### src/rtl/uart_recv_data_if.sv
// uart_recv_data_if
//   Bundles the byte-receive and APB RX-register signals of uart_recv_data.
//   master : the side that drives uart_done/uart_data/apb_ren/ovr_clr
//            (UART receiver + APB slave) and observes the FIFO status.
//   slave  : the FIFO block itself.
//   Signals:
//     uart_done  receiver byte-complete level (rising edge = new byte)
//     uart_data  received byte, valid when uart_done rises
//     apb_ren    APB RX-data read strobe (rising edge = one pop)
//     ovr_clr    single-cycle overrun clear pulse
//     apb_rdata  last popped byte
//     rx_avail   FIFO non-empty
//     rx_full    FIFO holds DEPTH bytes
//     rx_count   bytes currently held (AW+1 bits)
//     overrun    sticky dropped-byte flag
interface uart_recv_data_if #(
  parameter int AW = 4
);
  logic          uart_done;
  logic [7:0]    uart_data;
  logic          apb_ren;
  logic          ovr_clr;
  logic [7:0]    apb_rdata;
  logic          rx_avail;
  logic          rx_full;
  logic [AW:0]   rx_count;
  logic          overrun;

  modport master (
    output uart_done, uart_data, apb_ren, ovr_clr,
    input  apb_rdata, rx_avail, rx_full, rx_count, overrun
  );

  modport slave (
    input  uart_done, uart_data, apb_ren, ovr_clr,
    output apb_rdata, rx_avail, rx_full, rx_count, overrun
  );
endinterface

### src/rtl/uart_recv_data.sv
// uart_recv_data
//   Receive-side byte buffer between the UART RX deserializer and the APB
//   RX data/status registers. Rising edges of uart_done push uart_data into
//   a DEPTH-byte synchronous FIFO; rising edges of apb_ren pop one byte into
//   the registered apb_rdata. Overflowing pushes set a sticky overrun flag.
//   Ports:
//     sys_clk    system clock, rising edge
//     sys_rst_n  asynchronous active-low reset
//     bus        uart_recv_data_if.slave (done/data in, read strobe,
//                overrun clear, read data and status out)
//   Parameters: DEPTH (power of two, >= 2), AW = log2(DEPTH).
module uart_recv_data #(
  parameter int DEPTH = 16,
  parameter int AW    = 4
) (
  input  logic               sys_clk,
  input  logic               sys_rst_n,
  uart_recv_data_if.slave    bus
);

  localparam logic [AW:0] FULL_CNT = (AW+1)'(DEPTH);

  // Edge-detect delay lines
  logic        done_d0_reg;
  logic        done_d1_reg;
  logic [7:0]  data_d0_reg;
  logic        ren_d0_reg;
  logic        ren_d1_reg;

  // FIFO state
  logic [7:0]  mem [DEPTH];
  logic [AW-1:0] wptr_reg;
  logic [AW-1:0] rptr_reg;
  logic [AW:0]   count_reg;
  logic [AW:0]   count_next;
  logic [7:0]    rdata_reg;
  logic          overrun_reg;

  logic push;
  logic pop;
  logic empty;
  logic full;
  logic push_ok;
  logic pop_ok;
  logic drop;

  assign push  = done_d0_reg & ~done_d1_reg;
  assign pop   = ren_d0_reg & ~ren_d1_reg;
  assign empty = (count_reg == '0);
  assign full  = (count_reg == FULL_CNT);

  // When full, a simultaneous pop frees the slot first, so the push lands.
  assign pop_ok  = pop & ~empty;
  assign push_ok = push & (~full | pop);
  assign drop    = push & full & ~pop;

  always_comb begin
    count_next = count_reg;
    case ({push_ok, pop_ok})
      2'b10:   count_next = count_reg + 1'b1;
      2'b01:   count_next = count_reg - 1'b1;
      default: count_next = count_reg;
    endcase
  end

  always_ff @(posedge sys_clk or negedge sys_rst_n) begin
    if (!sys_rst_n) begin
      done_d0_reg <= 1'b0;
      done_d1_reg <= 1'b0;
      data_d0_reg <= 8'h00;
      ren_d0_reg  <= 1'b0;
      ren_d1_reg  <= 1'b0;
    end else begin
      done_d0_reg <= bus.uart_done;
      done_d1_reg <= done_d0_reg;
      data_d0_reg <= bus.uart_data;
      ren_d0_reg  <= bus.apb_ren;
      ren_d1_reg  <= ren_d0_reg;
    end
  end

  // Storage has no reset so it can map onto block/distributed RAM.
  always_ff @(posedge sys_clk) begin
    if (push_ok) begin
      mem[wptr_reg] <= data_d0_reg;
    end
  end

  always_ff @(posedge sys_clk or negedge sys_rst_n) begin
    if (!sys_rst_n) begin
      wptr_reg    <= '0;
      rptr_reg    <= '0;
      count_reg   <= '0;
      rdata_reg   <= 8'h00;
      overrun_reg <= 1'b0;
    end else begin
      count_reg <= count_next;
      if (push_ok) begin
        wptr_reg <= wptr_reg + 1'b1;
      end
      if (pop) begin
        // Reading while the same slot is written returns the old byte,
        // which is the oldest entry when the FIFO is full.
        if (pop_ok) begin
          rdata_reg <= mem[rptr_reg];
          rptr_reg  <= rptr_reg + 1'b1;
        end else begin
          rdata_reg <= 8'h00;
        end
      end
      // Set has priority over clear.
      if (drop) begin
        overrun_reg <= 1'b1;
      end else if (bus.ovr_clr) begin
        overrun_reg <= 1'b0;
      end
    end
  end

  assign bus.apb_rdata = rdata_reg;
  assign bus.rx_count  = count_reg;
  assign bus.rx_avail  = ~empty;
  assign bus.rx_full   = full;
  assign bus.overrun   = overrun_reg;

endmodule
### src/flat_wrapper.sv
// flat-port wrapper written by rule: the top's interface ports become plain ports
module uart_recv_data_flat 
#(
  parameter int DEPTH = 16,
  parameter int AW    = 4
)
  (sys_clk, sys_rst_n, bus_uart_done, bus_uart_data, bus_apb_ren, bus_ovr_clr, bus_apb_rdata, bus_rx_avail, bus_rx_full, bus_rx_count, bus_overrun);
  uart_recv_data_if #(.AW(AW)) bus_i ();
  input  logic sys_clk;
  input  logic sys_rst_n;
  input wire logic [$bits(bus_i.uart_done)-1:0] bus_uart_done;
  input wire logic [$bits(bus_i.uart_data)-1:0] bus_uart_data;
  input wire logic [$bits(bus_i.apb_ren)-1:0] bus_apb_ren;
  input wire logic [$bits(bus_i.ovr_clr)-1:0] bus_ovr_clr;
  output wire logic [$bits(bus_i.apb_rdata)-1:0] bus_apb_rdata;
  output wire logic [$bits(bus_i.rx_avail)-1:0] bus_rx_avail;
  output wire logic [$bits(bus_i.rx_full)-1:0] bus_rx_full;
  output wire logic [$bits(bus_i.rx_count)-1:0] bus_rx_count;
  output wire logic [$bits(bus_i.overrun)-1:0] bus_overrun;
  assign bus_i.uart_done = bus_uart_done;
  assign bus_i.uart_data = bus_uart_data;
  assign bus_i.apb_ren = bus_apb_ren;
  assign bus_i.ovr_clr = bus_ovr_clr;
  assign bus_apb_rdata = bus_i.apb_rdata;
  assign bus_rx_avail = bus_i.rx_avail;
  assign bus_rx_full = bus_i.rx_full;
  assign bus_rx_count = bus_i.rx_count;
  assign bus_overrun = bus_i.overrun;
  uart_recv_data #(.DEPTH(DEPTH), .AW(AW)) u_core (.sys_clk(sys_clk), .sys_rst_n(sys_rst_n), .bus(bus_i));
endmodule
### config.mk
export PLATFORM = sky130hd
export DESIGN_NAME = uart_recv_data_flat
export DESIGN_NICKNAME = d
export VERILOG_FILES = /design/src/rtl/uart_recv_data_if.sv /design/src/rtl/uart_recv_data.sv /design/src/flat_wrapper.sv
export SDC_FILE = /design/constraint.sdc
export NUM_CORES = 1
export LEC_CHECK = 0
export BUFFER_PORTS_ARGS = -buffer_cell sky130_fd_sc_hd__buf_2
export CELL_PAD_IN_SITES_DETAIL_PLACEMENT = 1
export CELL_PAD_IN_SITES_GLOBAL_PLACEMENT = 1
export CORE_MARGIN = 1.5
export CORE_UTILIZATION = 46
export DETAILED_ROUTE_END_ITERATION = 8
export PLACE_DENSITY = 0.72
export SYNTH_ARGS = -nofsm -noshare
export SYNTH_HDL_FRONTEND = slang
export SYNTH_SLANG_ARGS = --single-unit
### constraint.sdc
create_clock -name sys_clk -period 2.4 [get_ports sys_clk]
set_clock_uncertainty 0.05 [all_clocks]
set_input_delay 0.72 -clock sys_clk [delete_from_list [all_inputs] [get_ports sys_clk]]
set_output_delay 0.72 -clock sys_clk [all_outputs]
set_load 0.005 [all_outputs]
==> run metrics, run 1 <==
Yosys cell types 37; Synth Flop Type sky130_fd_sc_hd__edfxtp_1; count of nets left with antenna violations after detail routing 0; post-route DRC violation count 0; Placed Instances 543; number of endpoints with negative hold slack in the final report 0; slew at the pin closest to its max-slew limit 0.8746 ns; list of cells traversed by the critical path nor4_4 > buf_4 > a21oi_2 > ha_4 > buf_4 > ha_4 > o21a_1 > o22ai_1 > or4_1 > nand4_1; Setup Crit Path Kind flip-flop to flip-flop; antenna violations before repair 0; top fanout value on the critical path 5; final core utilization 55.82%; Yosys top cell by area sky130_fd_sc_hd__edfxtp_1; setup slack of the worst register-to-register path 0.01 ns; delay of the slowest cell on the worst path 0.41 ns; WP data arrival 2.69 ns; crit share post-route 99.42%; clock latency on the worst-skew pair 0.42 ns; share of Yosys cell area claimed by the top area cell type 59.00%; routed via count divided by cell count 5.572; # rows 43; Tmin final 2.386 ns; via count of the first global-routing pass 3372; total I/O pin count 29; maximum frequency from static timing analysis 419.1 MHz; kind of start point of the critical path flip-flop; area of the mapped netlist 0.006515 mm2; power per cell area 1153 mW/mm2; total wirelength of the detailed-routed design 13250 um; average instance area after synthesis 19.62 um2; number of cells on the worst reg-to-reg path 10; Maximum Capacitance Violations 0; number of flip-flops under the largest register name 128; dominant cells by area after synthesis sky130_fd_sc_hd__edfxtp_1 (59%), sky130_fd_sc_hd__dfrtp_1 (13%), sky130_fd_sc_hd__mux4_1 (10%), sky130_fd_sc_hd__mux2i_1 (3.7%), sky130_fd_sc_hd__mux4_2 (2.1%); Slew Limit Headroom 41.48%; Sum Neg Setup Slack 0 ns; Tightest Hold Check Type primary input to async pin; CTS Hold Bufs 0; pin count of the biggest net entering global routing 35; worst vdd ir 0.6642 mV; Max Slew Vio Count 0; final non-filler cell total 580; Leakage Power 0.002821 uW; total overflow reported by the global router 0; gate family responsible for the most delay along the worst path simple AND/OR/NAND/NOR gates; weighted congestion at the end of routability-driven global placement 0.7498; Synth-to-Final Area Change 18.48%; die height 122.0 um; Synth async-reset ratio 20.99%; starting utilization of the core area 47.12%; post-CTS clock slew at the launch and capture registers of the worst setup and hold paths 0.06 ns; core footprint 0.01383 mm2; area of the die 0.01489 mm2; DRC marker count from the first detailed-route iteration 178; CTS Root Cell sky130_fd_sc_hd__clkbuf_16; clock sinks 162; hpwl dp 8346 um; source of the worst register-to-register timing path u_core.bus.rx_count[1]; run status completed; kind of end point of the critical path flip-flop; number of synthesized flops with an enable pin 128; net count after synthesis 354; CTS tree yes; unrepaired setup endpoints after global routing true; fraction of layout cells with a size suffix above 1 26.00%; Fin Hold WS 0.1840 ns; synthesized instance count 332; buffers from clock root to sink, at most 2; post-layout net count 409; number of search-and-repair iterations in the first detailed-routing pass 4; die width 122.0 um; count of endpoints failing setup in the final report 0; Seq cells post-synth 162; cell at the slowest stage of the critical path sky130_fd_sc_hd__dfrtp_1; wire length of the first global-routing pass 20180 um; buffers and inverters on the worst path 2; total vias in the final route 3232; All-Layer GR Usage 19.51%; Max H-tree Level 4; IO buf count 28; Seq/Total Area, Yosys 72.06%; Warnings, synthesis 0; detailed-route wire length per cell 22.85 um; endpoint of the lowest-slack register-to-register path u_core.bus.rx_count[4]; data required time at the worst endpoint 2.71 ns; ant diodes 0; number of buffers added by the clock tree synthesis step 17
kinds of logic after synthesis:
kind of cell             Yosys count  share of synthesized area (%)
multiplexers                      58                          16.59
buffers and inverters             22                          2.093
AND/OR/NAND/NOR                   48                          3.668
XOR/XNOR                          10                          1.344
flip-flops                       162                          72.06
AO/OA/AOI/OAI                     23                          2.516
adder cells (fa/ha/maj)            9                          1.728
repair_timing:
| item | in CTS | in global routing |
|---|---|---|
| resized for setup | 2 | 6 |
| setup endpoints to repair | 3 | 18 |
| gates cloned | 0 | 0 |
| pin swaps | 4 | 1 |
| setup buffers | 4 | 1 |
worst max-delay path by stage:
stage                           start  slack, ns  cells after the start                     end
3_3_place_gp   u_core.bus.rx_count[0]      0.006                     10  u_core.bus.rx_count[4]
6_report       u_core.bus.rx_count[1]       0.01                     10  u_core.bus.rx_count[4]
2_1_floorplan  u_core.bus.rx_count[0]      -0.05                     10  u_core.bus.rx_count[4]
3_5_place_dp   u_core.bus.rx_count[0]      -0.06                     10  u_core.bus.rx_count[4]
5_1_grt        u_core.bus.rx_count[1]      -0.13                     11  u_core.bus.rx_count[4]
4_1_cts        u_core.bus.rx_count[1]      0.008                      5             bus_rx_full
placed cells by master, fill, tap and decap left out, types with 2 or more instances in the layout:
| cell | instances |
|---|---|
| sky130_fd_sc_hd__a22o_1 | 8 |
| sky130_fd_sc_hd__clkinv_2 | 4 |
| sky130_fd_sc_hd__mux4_2 | 6 |
| sky130_fd_sc_hd__clkbuf_16 | 17 |
| sky130_fd_sc_hd__xor2_1 | 2 |
| sky130_fd_sc_hd__nand2_1 | 10 |
| sky130_fd_sc_hd__clkinvlp_4 | 2 |
| sky130_fd_sc_hd__dfrtp_1 | 33 |
| sky130_fd_sc_hd__xnor2_1 | 7 |
| sky130_fd_sc_hd__a21oi_2 | 2 |
| sky130_fd_sc_hd__buf_4 | 21 |
| sky130_fd_sc_hd__mux2i_1 | 24 |
| sky130_fd_sc_hd__ha_1 | 6 |
| sky130_fd_sc_hd__clkbuf_1 | 3 |
| sky130_fd_sc_hd__mux2_2 | 2 |
| sky130_fd_sc_hd__o22ai_1 | 2 |
| sky130_fd_sc_hd__a21oi_1 | 4 |
| sky130_fd_sc_hd__buf_2 | 27 |
| sky130_fd_sc_hd__inv_1 | 5 |
| sky130_fd_sc_hd__ha_4 | 2 |
| sky130_fd_sc_hd__nand4_1 | 3 |
| sky130_fd_sc_hd__mux4_1 | 26 |
| sky130_fd_sc_hd__nand3_1 | 2 |
| sky130_fd_sc_hd__nand2b_1 | 5 |
| sky130_fd_sc_hd__nor2_1 | 15 |
| sky130_fd_sc_hd__edfxtp_1 | 128 |
| sky130_fd_sc_hd__bufinv_16 | 6 |
| sky130_fd_sc_hd__buf_12 | 3 |
| sky130_fd_sc_hd__nor3_1 | 3 |
| sky130_fd_sc_hd__o21ai_0 | 2 |
area by class of cell:
type / instances / area [um2]
Clock buffer: 20 / 436.7
Clock inverter: 12 / 215.2
Fill cell: 1219 / 6108
Inverter: 6 / 22.52
Multi-Input combinational cell: 148 / 1759
Sequential cell: 162 / 4696
Tap cell: 180 / 225.2
Timing Repair Buffer: 52 / 364.1
routing by layer:
| layer | GRT usage, % | part of all wire (%) | vias up |
|---|---|---|---|
| met3 | 3.933 | 3.6 | 13 |
| met2 | 30.55 | 48 | 67 |
| met4 | 7.500 | 1.7 | 0 |
| met1 | 27.14 | 47 | 1703 |
| li1 | - | - | 1449 |
| met5 | 0 | 0 | - |
synth_stat cells (5+ instances only):
library cell / count
sky130_fd_sc_hd__edfxtp_1: 128
sky130_fd_sc_hd__dfrtp_1: 34
sky130_fd_sc_hd__mux4_1: 26
sky130_fd_sc_hd__mux2i_1: 24
sky130_fd_sc_hd__nor2_1: 16
sky130_fd_sc_hd__nand2_1: 10
sky130_fd_sc_hd__ha_1: 9
sky130_fd_sc_hd__a22o_1: 8
sky130_fd_sc_hd__xnor2_1: 7
sky130_fd_sc_hd__a21oi_1: 6
sky130_fd_sc_hd__buf_2: 6
sky130_fd_sc_hd__inv_1: 6
sky130_fd_sc_hd__mux4_2: 6
sky130_fd_sc_hd__nand2b_1: 5
power breakdown:
part           switching [uW]  internal (uW)  total, uW  leakage, uW
clock                    1050           1940       2990     0.000314
combinational            1160           1150       2310     0.000950
sequential                272           3330       3600      0.00156
metrics by stage:
stage | total power [uW] | cell area, um2 | worst slack (ns)
after global routing | 9256 | 7719 | -0.1298
after global placement | 5865 | 6997 | 0.005993
after detailed placement | 5951 | 6997 | -0.06050
after CTS | 8949 | 7687 | 0.007591
final | 8897 | 7719 | 0.01391
after floorplan | 5204 | 6571 | -0.04919
Power figures use the tool's default switching activity.
==> run 2, diff against run 1 <==
--- a/config.mk
+++ b/config.mk
@@ -11,6 +11,7 @@
 export CORE_MARGIN = 1.5
 export CORE_UTILIZATION = 46
 export DETAILED_ROUTE_END_ITERATION = 8
+export GPL_TIMING_DRIVEN = 0
 export PLACE_DENSITY = 0.72
 export SYNTH_ARGS = -nofsm -noshare
 export SYNTH_HDL_FRONTEND = slang
==> run 2 against run 1 <==
Net effect:
- the run now ends with setup timing left
- sequential power down 2%
- largest cell class unchanged
- design area decreased by 0.31%
- maximum frequency down 4.7%
- wire length rose by 4.4%
- total power fell by 1.9%
- clock power is 9.7% lower
- sequential share of layout area grew 0.24 points
- first-iteration DRC count grew 9.6%
- critical endpoint is now bus_rx_full
==> run metrics, run 2 (synthesis results as in run 1) <==
run status finished, violations left; failing checks setup timing; data required time at the worst endpoint 1.63 ns (-1.08 ns); IO buf count 28 (unchanged); maximum frequency from static timing analysis 399.4 MHz (-4.7%); number of buffers added by the clock tree synthesis step 17 (unchanged); top fanout value on the critical path 3 (-2); count of nets left with antenna violations after detail routing 0 (unchanged); cell at the slowest stage of the critical path sky130_fd_sc_hd__dfrtp_2; switching power of the nets 2552 uW (+3.1%); Maximum Capacitance Violations 0 (unchanged); pin count of the biggest net entering global routing 35 (unchanged); Sum Neg Setup Slack -0.1706 ns (-0.1706 ns); Synth-to-Final Area Change 18.11%; Setup Crit Path Kind flip-flop to output port; via count of the first global-routing pass 3574 (+6.0%); kind of start point of the critical path flip-flop; commonest cells after routing, fill and taps aside sky130_fd_sc_hd__edfxtp_1 (128), sky130_fd_sc_hd__buf_2 (32), sky130_fd_sc_hd__dfrtp_1 (30); buffers from clock root to sink, at most 2 (unchanged); core footprint 0.01383 mm2 (unchanged); number of search-and-repair iterations in the first detailed-routing pass 4 (unchanged); CTS Root Cell sky130_fd_sc_hd__clkbuf_16; crit share post-route 104.3% (+4.9 points); final core utilization 55.65% (-0.17 points); DRC marker count from the first detailed-route iteration 195 (+9.6%); Tmin final 2.504 ns (+0.1177 ns); count of endpoints failing setup in the final report 2 (+2); worst path setup slack after routing -0.1038 ns (-0.1177 ns); wire length of the first global-routing pass 21540 um (+6.8%); clock sinks 162 (unchanged); Max Slew Vio Count 0 (unchanged); All-Layer GR Usage 20.70% (+1.2 points); hpwl dp 8375 um (+0.36%); die width 122.0 um (unchanged); total I/O pin count 29 (unchanged); fraction of power consumed by the clock network 30.9% (-2.7 points); post-layout net count 414 (+1.2%); gate family responsible for the most delay along the worst path buffers and inverters; Tightest Hold Check Type primary input to async pin; post-route DRC violation count 0 (unchanged); clock latency on the worst-skew pair 0.42 ns (about the same); buffers and inverters on the worst path 4 (+2); # rows 43 (unchanged); number of flip-flops under the largest register name 128 (unchanged); weighted congestion at the end of routability-driven global placement 0.7412 (-1.1%); WP data arrival 1.73 ns (-0.96 ns); total wirelength of the detailed-routed design 13840 um (+4.4%); worst vdd ir 0.5508 mV (-17%); antenna violations before repair 0 (unchanged); delay of the slowest cell on the worst path 0.43 ns (+0.02 ns); total vias in the final route 3278 (+1.4%); unrepaired setup endpoints after global routing true; total overflow reported by the global router 0 (unchanged); area of the die 0.01489 mm2 (unchanged); switching portion of total power 29.25% (+1.4 points); leading cell type in the layout, fill and taps excluded sky130_fd_sc_hd__edfxtp_1; kind of end point of the critical path output port; internal power 6173 uW (-3.9%); slew at the pin closest to its max-slew limit 0.8054 ns (-0.06920 ns); CTS tree yes; Max H-tree Level 4 (unchanged); Slew Limit Headroom 46.31% (+4.8 points); post-CTS clock slew at the launch and capture registers of the worst setup and hold paths 0.06 ns (about the same); list of cells traversed by the critical path nor4_4 > buf_4 > buf_6 > buf_4 > and2_4 > buf_6; Leakage Power 0.002795 uW (-0.91%); die height 122.0 um (unchanged); fraction of layout cells with a size suffix above 1 28.15% (+2.1 points); routed via count divided by cell count 5.603 (+0.56%); starting utilization of the core area 47.12% (unchanged); number of endpoints with negative hold slack in the final report 0 (unchanged); detailed-route wire length per cell 23.66 um (+3.5%); power per cell area 1134 mW/mm2 (-1.6%); ant diodes 0 (unchanged); logic gate share of total power 28.5% (+2.6 points); portion of total power attributed to sequential cells 40.6% (about the same)
-- run 2: changes by cell type in the layout (fill, tap and decap cells not counted), sizes merged --
cell / change
clkbuf: +6
clkinv: -1
bufinv: -4
clkinvlp: +1
buf: +3
-- run 2: per-layer routing --
metal  global-route usage (%)  vias up  wire [um]
li1                         -     1454          -
met3                    4.213       25        505
met5                        0        -          0
met2                    33.01       84       6733
met1                    27.98     1715       6333
met4                    8.603        0        269
-- run 2: per-stage QoR --
step	setup slack, ns	power [uW]	cell area, um2	hold slack (ns)	instances
2_1_floorplan	-0.04919	5204	6571	0.3046	332
3_3_place_gp	-0.3039	5849	6937	0.3139	540
3_5_place_dp	-0.3827	5946	6937	0.3197	540
4_1_cts	-0.08953	8780	7646	0.3284	582
5_1_grt	-0.1923	9108	7695	0.3336	585
6_report	-0.1038	8724	7695	0.3306	585
-- run 2: timing repair --
action / 4_1_cts / 5_1_grt
hold buffers: 0 / 0
buffers inserted: 11 / 4
pin swaps: 4 / 3
resized for setup: 12 / 7
endpoints found under the hold margin: 0 / 0
setup endpoints to repair: 53 / 8
-- run 2: final cells by class --
cell class | instances | area (um2)
buffer | 14 | 105.1
timing repair buffer | 43 | 262.8
clock inverter | 8 | 101.3
clock buffer | 24 | 491.7
inverter | 6 | 22.52
fill | 1224 | 6132
multi-input combinational | 148 | 1787
tap | 180 | 225.2
sequential | 162 | 4700
-- run 2: power groups by stage --
stage / clock network (uW) / logic (uW) / registers (uW)
after floorplan: 0 / 1640 / 3560
after global placement: 0 / 2260 / 3590
after detailed placement: 0 / 2320 / 3630
after CTS: 2740 / 2490 / 3550
after global routing: 2840 / 2690 / 3580
final: 2700 / 2480 / 3540
-- run 2: worst paths after layout --
kind	from	to	slack, ns	cells after the start
min reg2reg	u_core.done_d0_reg	u_core.done_d1_reg	0.33	0
min in group sys_clk	u_core.done_d0_reg	u_core.done_d1_reg	0.33	0
max reg2reg	u_core.bus.rx_count[1]	u_core.bus.rx_count[4]	-0.07	11
max	u_core.bus.rx_count[1]	bus_rx_full	-0.10	6
max in group asynchronous	sys_rst_n	u_core.bus.rx_count[2]	1.42	1
min	sys_rst_n	u_core.bus.overrun	0.33	1
-- run 2: worst reg2reg max path, cell delays in order (launching register included) --
cell,delay [ns]
sky130_fd_sc_hd__dfrtp_2,0.43
sky130_fd_sc_hd__nor4_4,0.26
sky130_fd_sc_hd__buf_4,0.18
sky130_fd_sc_hd__buf_6,0.12
sky130_fd_sc_hd__a21oi_4,0.07
sky130_fd_sc_hd__ha_4,0.18
sky130_fd_sc_hd__buf_4,0.14
sky130_fd_sc_hd__ha_4,0.28
sky130_fd_sc_hd__o21a_1,0.11
sky130_fd_sc_hd__o22ai_1,0.09
sky130_fd_sc_hd__or4_1,0.40
sky130_fd_sc_hd__nand4_1,0.10
==> run 3, diff against run 2 <==
--- a/config.mk
+++ b/config.mk
@@ -8,11 +8,12 @@
 export BUFFER_PORTS_ARGS = -buffer_cell sky130_fd_sc_hd__buf_2
 export CELL_PAD_IN_SITES_DETAIL_PLACEMENT = 1
 export CELL_PAD_IN_SITES_GLOBAL_PLACEMENT = 1
+export CORE_ASPECT_RATIO = 1.5
 export CORE_MARGIN = 1.5
-export CORE_UTILIZATION = 46
+export CORE_UTILIZATION = 45
 export DETAILED_ROUTE_END_ITERATION = 8
 export GPL_TIMING_DRIVEN = 0
-export PLACE_DENSITY = 0.72
+export PLACE_DENSITY = 0.71
 export SYNTH_ARGS = -nofsm -noshare
 export SYNTH_HDL_FRONTEND = slang
 export SYNTH_SLANG_ARGS = --single-unit
==> run 3 against run 2 <==
Net effect:
- the run still ends with setup timing left
- first-iteration DRC count shrank 24%
- register-to-register slack lost 0.08 ns
- cell count grew 2.6%
- critical path type is now flip-flop to flip-flop
- critical endpoint is now u_core.bus.rx_count[4]
- largest power group unchanged
==> run metrics, run 3 (synthesis results as in run 1) <==
worst vdd ir 0.3984 mV (-28%); Placed Instances 553 (+2.4%); number of buffers added by the clock tree synthesis step 17 (unchanged); run status finished, violations left; power per cell area 1104 mW/mm2 (-2.7%); kind of end point of the critical path flip-flop; hold path start u_core.ren_d0_reg; total I/O pin count 29 (unchanged); Leakage Power 0.002802 uW (+0.24%); endpoint of the lowest-slack register-to-register path u_core.bus.rx_count[4]; die height 150.4 um (+23%); DRC marker count from the first detailed-route iteration 148 (-24%); pin count of the biggest net entering global routing 35 (unchanged); Synth-to-Final Area Change 18.97%; number of flip-flops under the largest register name 128 (unchanged); ant diodes 0 (unchanged); post-layout net count 417 (+0.72%); Max Slew Vio Count 0 (unchanged); count of endpoints failing setup in the final report 3 (+1); Tightest Hold Check Type flip-flop to flip-flop; die width 101.2 um (-17%); wire length of the first global-routing pass 20580 um (-4.5%); hpwl dp 8778 um (+4.8%); routed via count divided by cell count 5.420 (-3.3%); Maximum Capacitance Violations 0 (unchanged); crit share post-route 106.3% (+2.0 points); Max H-tree Level 4 (unchanged); leading cell type in the layout, fill and taps excluded sky130_fd_sc_hd__edfxtp_1; GR peak layer met2; core footprint 0.01406 mm2 (+1.7%); weighted congestion at the end of routability-driven global placement 0.7216 (-2.6%); total wirelength of the detailed-routed design 13420 um (-3.0%); detailed-route wire length per cell 22.37 um (-5.5%); final non-filler cell total 600 (+2.6%); post-route DRC violation count 0 (unchanged); kind of start point of the critical path flip-flop; via count of the first global-routing pass 3512 (-1.7%); setup slack of the worst register-to-register path -0.15 ns (-0.08 ns); All-Layer GR Usage 19.32% (-1.4 points); maximum frequency from static timing analysis 391.8 MHz (-1.9%); Setup Crit Path Kind flip-flop to flip-flop; post-CTS clock slew at the launch and capture registers of the worst setup and hold paths 0.06 ns (about the same); clock latency on the worst-skew pair 0.43 ns (about the same); data required time at the worst endpoint 2.71 ns (+1.08 ns); total vias in the final route 3252 (-0.79%); antenna violations before repair 0 (unchanged); final core utilization 55.14% (-0.52 points); global routing met1 resource utilization 22.57% (-5.4 points); # rows 53 (+23%); number of search-and-repair iterations in the first detailed-routing pass 4 (unchanged); failing checks setup timing; unrepaired setup endpoints after global routing true; number of endpoints with negative hold slack in the final report 0 (unchanged); IO buf count 28 (unchanged); source of the worst register-to-register timing path u_core.bus.rx_count[3]; slew at the pin closest to its max-slew limit 0.8604 ns (+0.05502 ns); top fanout value on the critical path 5 (+2); Tmin final 2.552 ns (+0.04855 ns); number of cells on the worst hold path 0; Hold EP u_core.ren_d1_reg; global routing met2 resource utilization 34.53% (+1.5 points); starting utilization of the core area 46.34% (-0.78 points); Slew Limit Headroom 42.64% (-3.7 points); total overflow reported by the global router 0 (unchanged); worst path setup slack after routing -0.1524 ns (-0.04855 ns); number of cells on the worst reg-to-reg path 11 (unchanged); commonest cells after routing, fill and taps aside sky130_fd_sc_hd__edfxtp_1 (128), sky130_fd_sc_hd__buf_2 (32), sky130_fd_sc_hd__dfrtp_1 (30); area of the die 0.01522 mm2 (+2.3%); CTS tree yes; met3 track demand over resource 4.132% (-0.082 points); WP data arrival 2.87 ns (+1.14 ns); count of nets left with antenna violations after detail routing 0 (unchanged); clock sinks 162 (unchanged); CTS Root Cell sky130_fd_sc_hd__clkbuf_16; buffers from clock root to sink, at most 2 (unchanged); fraction of layout cells with a size suffix above 1 30.88% (+2.7 points)
==> run 3: cell count changes in the layout (fill, tap and decap cells not counted), sizes merged <==
cell,previous run,this run
clkbuf,26,22
bufinv,2,1
clkinv,3,7
clkinvlp,3,2
buf,55,58
inv,6,8
==> run 3: stage by stage <==
step | power, uW | instance area, um2 | hold WS, ns | worst slack (ns) | TNS [ns]
finish | 8555 | 7751 | 0.3275 | -0.1524 | -0.3574
global placement | 5848 | 6952 | 0.3163 | -0.3544 | -9.413
CTS | 8595 | 7647 | 0.3332 | -0.1389 | -0.3116
global route | 8944 | 7751 | 0.3350 | -0.2364 | -0.6481
floorplan | 5204 | 6571 | 0.3046 | -0.04919 | -0.04919
detailed placement | 5935 | 6959 | 0.3334 | -0.3652 | -7.595
==> run 3: critical path, cell delays in order (launching register included) <==
cell	delay, ns
sky130_fd_sc_hd__dfrtp_2	0.44
sky130_fd_sc_hd__nor4_4	0.26
sky130_fd_sc_hd__buf_4	0.18
sky130_fd_sc_hd__a21oi_4	0.08
sky130_fd_sc_hd__buf_8	0.13
sky130_fd_sc_hd__ha_4	0.17
sky130_fd_sc_hd__buf_4	0.14
sky130_fd_sc_hd__ha_4	0.28
sky130_fd_sc_hd__o21a_1	0.13
sky130_fd_sc_hd__o22ai_1	0.10
sky130_fd_sc_hd__or4_1	0.41
sky130_fd_sc_hd__nand4_1	0.11
==> run 3: layer usage <==
| layer | part of all wire, % | wire (um) |
|---|---|---|
| met1 | 41 | 5499 |
| met5 | 0 | 0 |
| met4 | 1.8 | 238 |
| met3 | 2.8 | 370 |
| met2 | 55 | 7316 |
==> run 3: power breakdown <==
| group | internal (uW) | total, uW | switching [uW] |
|---|---|---|---|
| combinational | 1200 | 2470 | 1280 |
| clock | 1450 | 2520 | 1070 |
| sequential | 3340 | 3560 | 225 |
==> run 3: worst max path at each step <==
| stage | slack, ns | to | from | cells past startpoint |
|---|---|---|---|---|
| final | -0.15 | u_core.bus.rx_count[4] | u_core.bus.rx_count[3] | 11 |
| after global routing | -0.24 | u_core.bus.rx_count[4] | u_core.bus.rx_count[3] | 11 |
| after CTS | -0.14 | u_core.bus.rx_count[4] | u_core.bus.rx_count[3] | 11 |
| after detailed placement | -0.37 | u_core.bus.rx_count[4] | u_core.bus.rx_count[3] | 10 |
| after global placement | -0.35 | u_core.mem[0][7] | u_core.bus.rx_count[2] | 4 |
| after floorplan | -0.05 | u_core.bus.rx_count[4] | u_core.bus.rx_count[0] | 10 |
==> run 3: area by class of cell <==
class	count	area, um2
Buffer	15	122.6
Fill cell	1301	6307
Inverter	6	22.52
Sequential cell	162	4700
Clock inverter	12	107.6
Clock buffer	20	446.7
Tap cell	192	240.2
Multi-Input combinational cell	148	1828
Timing Repair Buffer	45	284.0
==> run 3: repair_timing <==
action	CTS	global route
gates resized for setup	16	15
endpoints found under the setup margin	52	37
buffers inserted	10	6
pin swaps	4	6
hold buffers	0	0
